### config.mk
export PLATFORM = sky130hd
export DESIGN_NAME = seven_segment_display
export DESIGN_NICKNAME = d
export VERILOG_FILES = /design/src/rtl/seven_segment_display.sv
export SDC_FILE = /design/constraint.sdc
export NUM_CORES = 1
export LEC_CHECK = 0
export BUFFER_PORTS_ARGS = -buffer_cell sky130_fd_sc_hd__buf_2
export CORE_MARGIN = 1
export CORE_UTILIZATION = 62
export DETAILED_ROUTE_END_ITERATION = 8
export PLACE_DENSITY_LB_ADDON = 0.1
export SYNTH_ARGS = -nofsm -noshare
export SYNTH_HDL_FRONTEND = slang
export SYNTH_SLANG_ARGS = --single-unit
### constraint.sdc
create_clock -name clk -period 4.1 [get_ports clk]
set_input_delay 0.205 -clock clk [delete_from_list [all_inputs] [get_ports clk]]
set_output_delay 0.205 -clock clk [all_outputs]
set_load 0.05 [all_outputs]
### src/rtl/seven_segment_display.sv
// Multiplexed seven-segment driver: hex or decimal (sequential double-dabble),
// leading-zero blanking, per-digit decimal points and 16-level PWM brightness.
module seven_segment_display #(
  parameter int NUM_DIGITS     = 4,
  parameter int REFRESH_BITS   = 16,
  parameter bit SEG_ACTIVE_LOW = 1'b1,
  parameter bit SEL_ACTIVE_LOW = 1'b1
) (
  input  logic                    clk,
  input  logic                    rstN,
  input  logic [4*NUM_DIGITS-1:0] value,
  input  logic                    decimalMode,
  input  logic                    blankLeadingZeros,
  input  logic [NUM_DIGITS-1:0]   dp,
  input  logic [3:0]              brightness,
  output logic [6:0]              segs,
  output logic                    dpOut,
  output logic [NUM_DIGITS-1:0]   sel,
  output logic                    busy
);

  localparam int VW    = 4 * NUM_DIGITS;
  localparam int IDX_W = (NUM_DIGITS > 1) ? $clog2(NUM_DIGITS) : 1;
  localparam int SH_W  = $clog2(VW);
  localparam logic [IDX_W-1:0] LAST_IDX  = IDX_W'(NUM_DIGITS - 1);
  localparam logic [SH_W-1:0]  LAST_SHIFT = SH_W'(VW - 1);

  // 10**NUM_DIGITS always fits in VW bits because 10**n < 16**n.
  function automatic logic [VW-1:0] pow10(input int n);
    logic [VW-1:0] r;
    r = VW'(1);
    for (int k = 0; k < n; k++) r = r * VW'(10);
    return r;
  endfunction

  localparam logic [VW-1:0] DEC_LIMIT = pow10(NUM_DIGITS);

  function automatic logic [6:0] glyph(input logic [3:0] nib);
    case (nib)
      4'h0: glyph = 7'h3F;
      4'h1: glyph = 7'h06;
      4'h2: glyph = 7'h5B;
      4'h3: glyph = 7'h4F;
      4'h4: glyph = 7'h66;
      4'h5: glyph = 7'h6D;
      4'h6: glyph = 7'h7D;
      4'h7: glyph = 7'h07;
      4'h8: glyph = 7'h7F;
      4'h9: glyph = 7'h6F;
      4'hA: glyph = 7'h77;
      4'hB: glyph = 7'h7C;
      4'hC: glyph = 7'h39;
      4'hD: glyph = 7'h5E;
      4'hE: glyph = 7'h79;
      default: glyph = 7'h71;
    endcase
  endfunction

  typedef enum logic [1:0] {LOAD, SHIFT, DONE} convState_e;

  logic [REFRESH_BITS-1:0] cnt;
  logic [IDX_W-1:0]        idx;
  logic [VW-1:0]           disp;
  logic                    ovf;
  convState_e              state;
  logic [VW-1:0]           bin;
  logic [VW-1:0]           bcd;
  logic [VW-1:0]           bcdAdj;
  logic                    ovfNext;
  logic [SH_W-1:0]         shiftCnt;

  // NOTE: sequential state uses non-blocking assignments so every register
  // samples pre-edge values, independent of block ordering.
  always_ff @(posedge clk or negedge rstN) begin
    if (!rstN) begin
      cnt <= '0;
      idx <= '0;
    end else begin
      cnt <= cnt + 1'b1;
      if (cnt == '1) idx <= (idx == LAST_IDX) ? '0 : idx + 1'b1;
    end
  end

  always_comb begin
    for (int i = 0; i < NUM_DIGITS; i++)
      bcdAdj[4*i +: 4] = (bcd[4*i +: 4] >= 4'd5) ? bcd[4*i +: 4] + 4'd3 : bcd[4*i +: 4];
  end

  always_ff @(posedge clk or negedge rstN) begin
    if (!rstN) begin
      state    <= LOAD;
      busy     <= 1'b0;
      disp     <= '0;
      ovf      <= 1'b0;
      bin      <= '0;
      bcd      <= '0;
      ovfNext  <= 1'b0;
      shiftCnt <= '0;
    end else if (!decimalMode) begin
      state <= LOAD;
      busy  <= 1'b0;
      disp  <= value;
      ovf   <= 1'b0;
    end else begin
      case (state)
        LOAD: begin
          bin      <= value;
          bcd      <= '0;
          ovfNext  <= (value >= DEC_LIMIT);
          shiftCnt <= '0;
          busy     <= 1'b1;
          state    <= SHIFT;
        end
        SHIFT: begin
          bcd      <= {bcdAdj[VW-2:0], bin[VW-1]};
          bin      <= {bin[VW-2:0], 1'b0};
          shiftCnt <= shiftCnt + 1'b1;
          if (shiftCnt == LAST_SHIFT) begin
            busy  <= 1'b0;
            state <= DONE;
          end
        end
        default: begin
          disp  <= bcd;
          ovf   <= ovfNext;
          state <= LOAD;
        end
      endcase
    end
  end

  logic                  slotOn;
  logic [3:0]            curNib;
  logic                  curDp;
  logic                  curBlank;
  logic                  zeroAbove;
  logic [NUM_DIGITS-1:0] selOn;
  logic [6:0]            pattern;

  assign slotOn = (cnt[REFRESH_BITS-1 -: 4] <= brightness);

  // NOTE: every always_comb output gets a default first so no path infers a latch.
  always_comb begin
    curNib    = '0;
    curDp     = 1'b0;
    curBlank  = 1'b0;
    selOn     = '0;
    zeroAbove = 1'b1;
    // Walk from the most significant digit so zeroAbove covers nibble i and above.
    for (int i = NUM_DIGITS - 1; i >= 0; i--) begin
      zeroAbove = zeroAbove && (disp[4*i +: 4] == 4'd0);
      if (idx == IDX_W'(i)) begin
        curNib   = disp[4*i +: 4];
        curDp    = dp[i];
        curBlank = zeroAbove && (i != 0);
        selOn[i] = slotOn;
      end
    end
    if (ovf)                                pattern = 7'h40;
    else if (blankLeadingZeros && curBlank) pattern = 7'h00;
    else                                    pattern = glyph(curNib);
  end

  always_ff @(posedge clk or negedge rstN) begin
    if (!rstN) begin
      segs  <= {7{SEG_ACTIVE_LOW}};
      dpOut <= SEG_ACTIVE_LOW;
      sel   <= {NUM_DIGITS{SEL_ACTIVE_LOW}};
    end else begin
      segs  <= SEG_ACTIVE_LOW ? ~pattern : pattern;
      dpOut <= SEG_ACTIVE_LOW ? ~curDp : curDp;
      sel   <= SEL_ACTIVE_LOW ? ~selOn : selOn;
    end
  end

endmodule

==> key figures <==
Global routing
  – First-pass GRT wire length: 14900 um
  – Vias in the first global route: 3169
  – Initial antenna violation count: 0
  – Tot GR Track Use: 25.75%
  – Total gr overflow: 0
  – Largest net degree at the start of global routing: 88

Setup path
  – CP Data Arrival Time: 2.66 ns
  – CP bufs+invs: 2
  – Crit-path cells: inv_1, ha_1, nor2b_2, a22o_1, o221ai_2, inv_1, ha_1, nor3b_1, o31ai_1
  – R2r setup slk: 1.68 ns
  – Critical Path RT: 4.34 ns
  – CP Max Fanout: 9
  – Crit path kind: flip-flop to flip-flop
  – Crit. End Element: flip-flop
  – CP max stage cell: dfrtp_1
  – CP startpoint kind: flip-flop
  – Top cell family by delay on the critical path: adder cells
  – Worst path max stage delay: 0.43 ns

Floorplanning
  – Full die area: 7592 um^2
  – Height of the die: 87.13 um
  – Row cnt: 30
  – Die span in x: 87.13 um
  – Starting Density: 65.05%
  – I/O pins: 41
  – Core Footprint: 6907 um^2

Finish
  – Fin cells: 584
  – Layout cells sized above 1: 15.98%
  – Commonest non-fill, non-tap cells in the layout: dfrtp_1 (75), nand2_1 (52), o21ai_0 (43), buf_2 (39), mux2i_1 (35)
  – Commonest non-fill, non-tap cell in the layout: dfrtp_1
  – Final core occ: 72.52%
  – Filler cells: 529
  – Final std cell area, no fill: 5009 um^2
  – Synth-to-Final Area Change: 11.47%
  – Ant diodes: 0
  – Layout Nets: 536

Placed design
  – Placed Instance Area: 4753 um^2
  – Routability cong.: 0.8850
  – Post-place setup slack: 1.716 ns
  – Cells after DPL: 568
  – Detailed placement HPWL: 6271 um
  – Port Buffer Count: 40

Synth
  – Seq cells post-synth: 87
  – Cells after Synth: 448
  – Number of synthesized flops with an enable pin: 0
  – Mapped Area: 4493 um^2
  – Mapped Nets: 500
  – Yosys cell types: 49
  – Post-synth top flop: dfrtp_1
  – Yosys warnings: 0
  – FFs w/ async S/R, synth: 100.0%
  – Share of the synthesized area in the top cell type: 41.77%
  – Sequential share of the synthesized area: 48.79%
  – Synth area leaders: dfrtp_1 (42%), mux2i_1 (7.8%), dfstp_2 (7.0%), ha_1 (6.7%), o21ai_0 (4.8%)
  – Mean Syn Cell Area: 10.03 um^2
  – Yosys top cell by area: dfrtp_1

Timing
  – Tcrit/Tclk final: 59.04%
  – RSZ-0062 raised after global routing: no
  – Worst setup margin: 1.680 ns
  – Slew HR: 29.75%
  – Post-route minimum period: 2.420 ns
  – Worst slew pin tran: 1.054 ns
  – Final hold violation count: 0
  – Setup Total Neg Slack: 0 ns
  – Final Setup Violations: 0
  – Post-route clock skew: 0.01001 ns
  – Maximum clock frequency: 413.1 MHz
  – Count of final max-slew check failures: 0

Clock network
  – H-tree lvl count: 3
  – CTS max path bufs: 2
  – Clock latency on the worst-skew pair: 0.35 ns
  – CTS tree: done
  – CTS root buf: clkbuf_8
  – Clock sinks: 87
  – Worst-path clk slew: 0.08 ns
  – CTS Buf Count: 9
  – PostCTS Resize Cnt: 0

Routing
  – Drt via density: 5.707
  – Initial DRC count: 201
  – ANT nets after route: 0
  – Drt first pass iters: 4
  – DR vias: 3333
  – Per-cell routed wire length: 15.11 um
  – Number of remaining DRC errors: 0
  – Final WL: 8827 um

Hold path
  – Worst Hold Class: primary input to async pin

Pwr
  – Leak Pwr: 0.002252 uW
  – Maximum VDD drop: 0.3142 mV
  – PwrDens: 387.9 nW/um^2

Run
  – Max-cap violations: 0

Outcome
  – Outcome: finished clean
-- synth_stat cells (2+ instances only) --
cell      instances
a211oi_1          2
a21o_1            2
a21oi_1          27
a221o_1           2
a221oi_1          2
a22o_1            4
a41oi_1           2
and3_1            4
buf_1             2
buf_2             4
clkbuf_1         11
dfrtp_1          75
dfstp_2          12
ha_1             24
inv_1            20
mux2_2            3
mux2i_1          35
nand2_1          52
nand2b_1          7
nand3_1          12
nand4_1           4
nor2_1           34
nor2b_1           3
nor3_1            4
nor3b_1           4
nor4_1            3
o21a_1            3
o21ai_0          43
o221ai_1          4
o22ai_1           2
o31ai_1           4
or2b_1            2
xnor2_1          14
xor2_1            7
-- per-layer routing --
metal / vias to the layer above / part of all wire (%) / track usage, %
li1: 1635 / - / -
met1: 1601 / 47 / 36.91
met2: 88 / 48 / 40.73
met3: 9 / 4.4 / 4.265
met4: 0 / 1.1 / 7.601
met5: - / 0 / 0
-- cell type report --
| cell class | instances | area (um^2) | area share (%) |
|---|---|---|---|
| Clock inverter | 3 | 90.09 | 1.799 |
| Tap cell | 96 | 120.1 | 2.398 |
| Inverter | 20 | 75.07 | 1.499 |
| Clock buffer | 12 | 155.1 | 3.098 |
| Multi-Input combinational cell | 323 | 2148 | 42.89 |
| Timing Repair Buffer | 43 | 227.7 | 4.547 |
| Sequential cell | 87 | 2192 | 43.77 |
-- stage by stage --
step,power [uW],hold WS [ns]
2_1_floorplan,1155,-0.09059
3_3_place_gp,1229,0.3679
3_5_place_dp,1239,0.3532
4_1_cts,1953,0.08207
5_1_grt,2029,0.1271
6_report,1943,0.05456
-- report_power, final --
| part | leakage, uW | total (uW) | internal, uW | switching [uW] |
|---|---|---|---|---|
| clock network | 0.000123 | 719 | 435 | 284 |
| registers | 0.00108 | 971 | 925 | 45.8 |
| logic | 0.00105 | 253 | 90.1 | 163 |
| total | 0.00225 | 1940 | 1450 | 493 |
-- what timing repair did --
item	CTS	global route
hold endpoints to repair	1	0
setup buffers	0	0
hold buffers	1	0
-- logic make-up after synthesis --
| family | synth area share [%] |
|---|---|
| DFF | 48.79 |
| xor gates and xnor gates | 4.094 |
| buffers and inverters | 3.453 |
| muxes | 8.549 |
| and+or+nand+nor | 13.98 |
| AOI/OAI and AO/OA | 14.45 |
| adders and majority gates | 6.683 |
-- state kept, by name, summed over array words and instances (netlist names), 2 cells and up --
name      flops
bcd          16
bin          16
cnt          16
disp         16
idx           2
segs          7
sel           4
shiftCnt      4
state         2
-- worst register-to-register path: stages (launching register included) --
cell,delay [ns]
dfrtp_1,0.43
inv_1,0.11
ha_1,0.36
nor2b_2,0.14
a22o_1,0.21
o221ai_2,0.30
inv_1,0.15
ha_1,0.28
nor3b_1,0.25
o31ai_1,0.10
-- path summary, 6_finish.rpt --
check                         start  endpoint  depth (start not counted)
max reg2reg                  idx[0]   segs[0]                          9
min in group clk           value[0]   disp[0]                          3
min                            rstN   bin[11]                          1
max                          idx[0]   segs[0]                          9
max in group asynchronous      rstN   bcd[14]                          1
min reg2reg                 cnt[10]   cnt[10]                          1
Power figures use the tool's default switching activity.
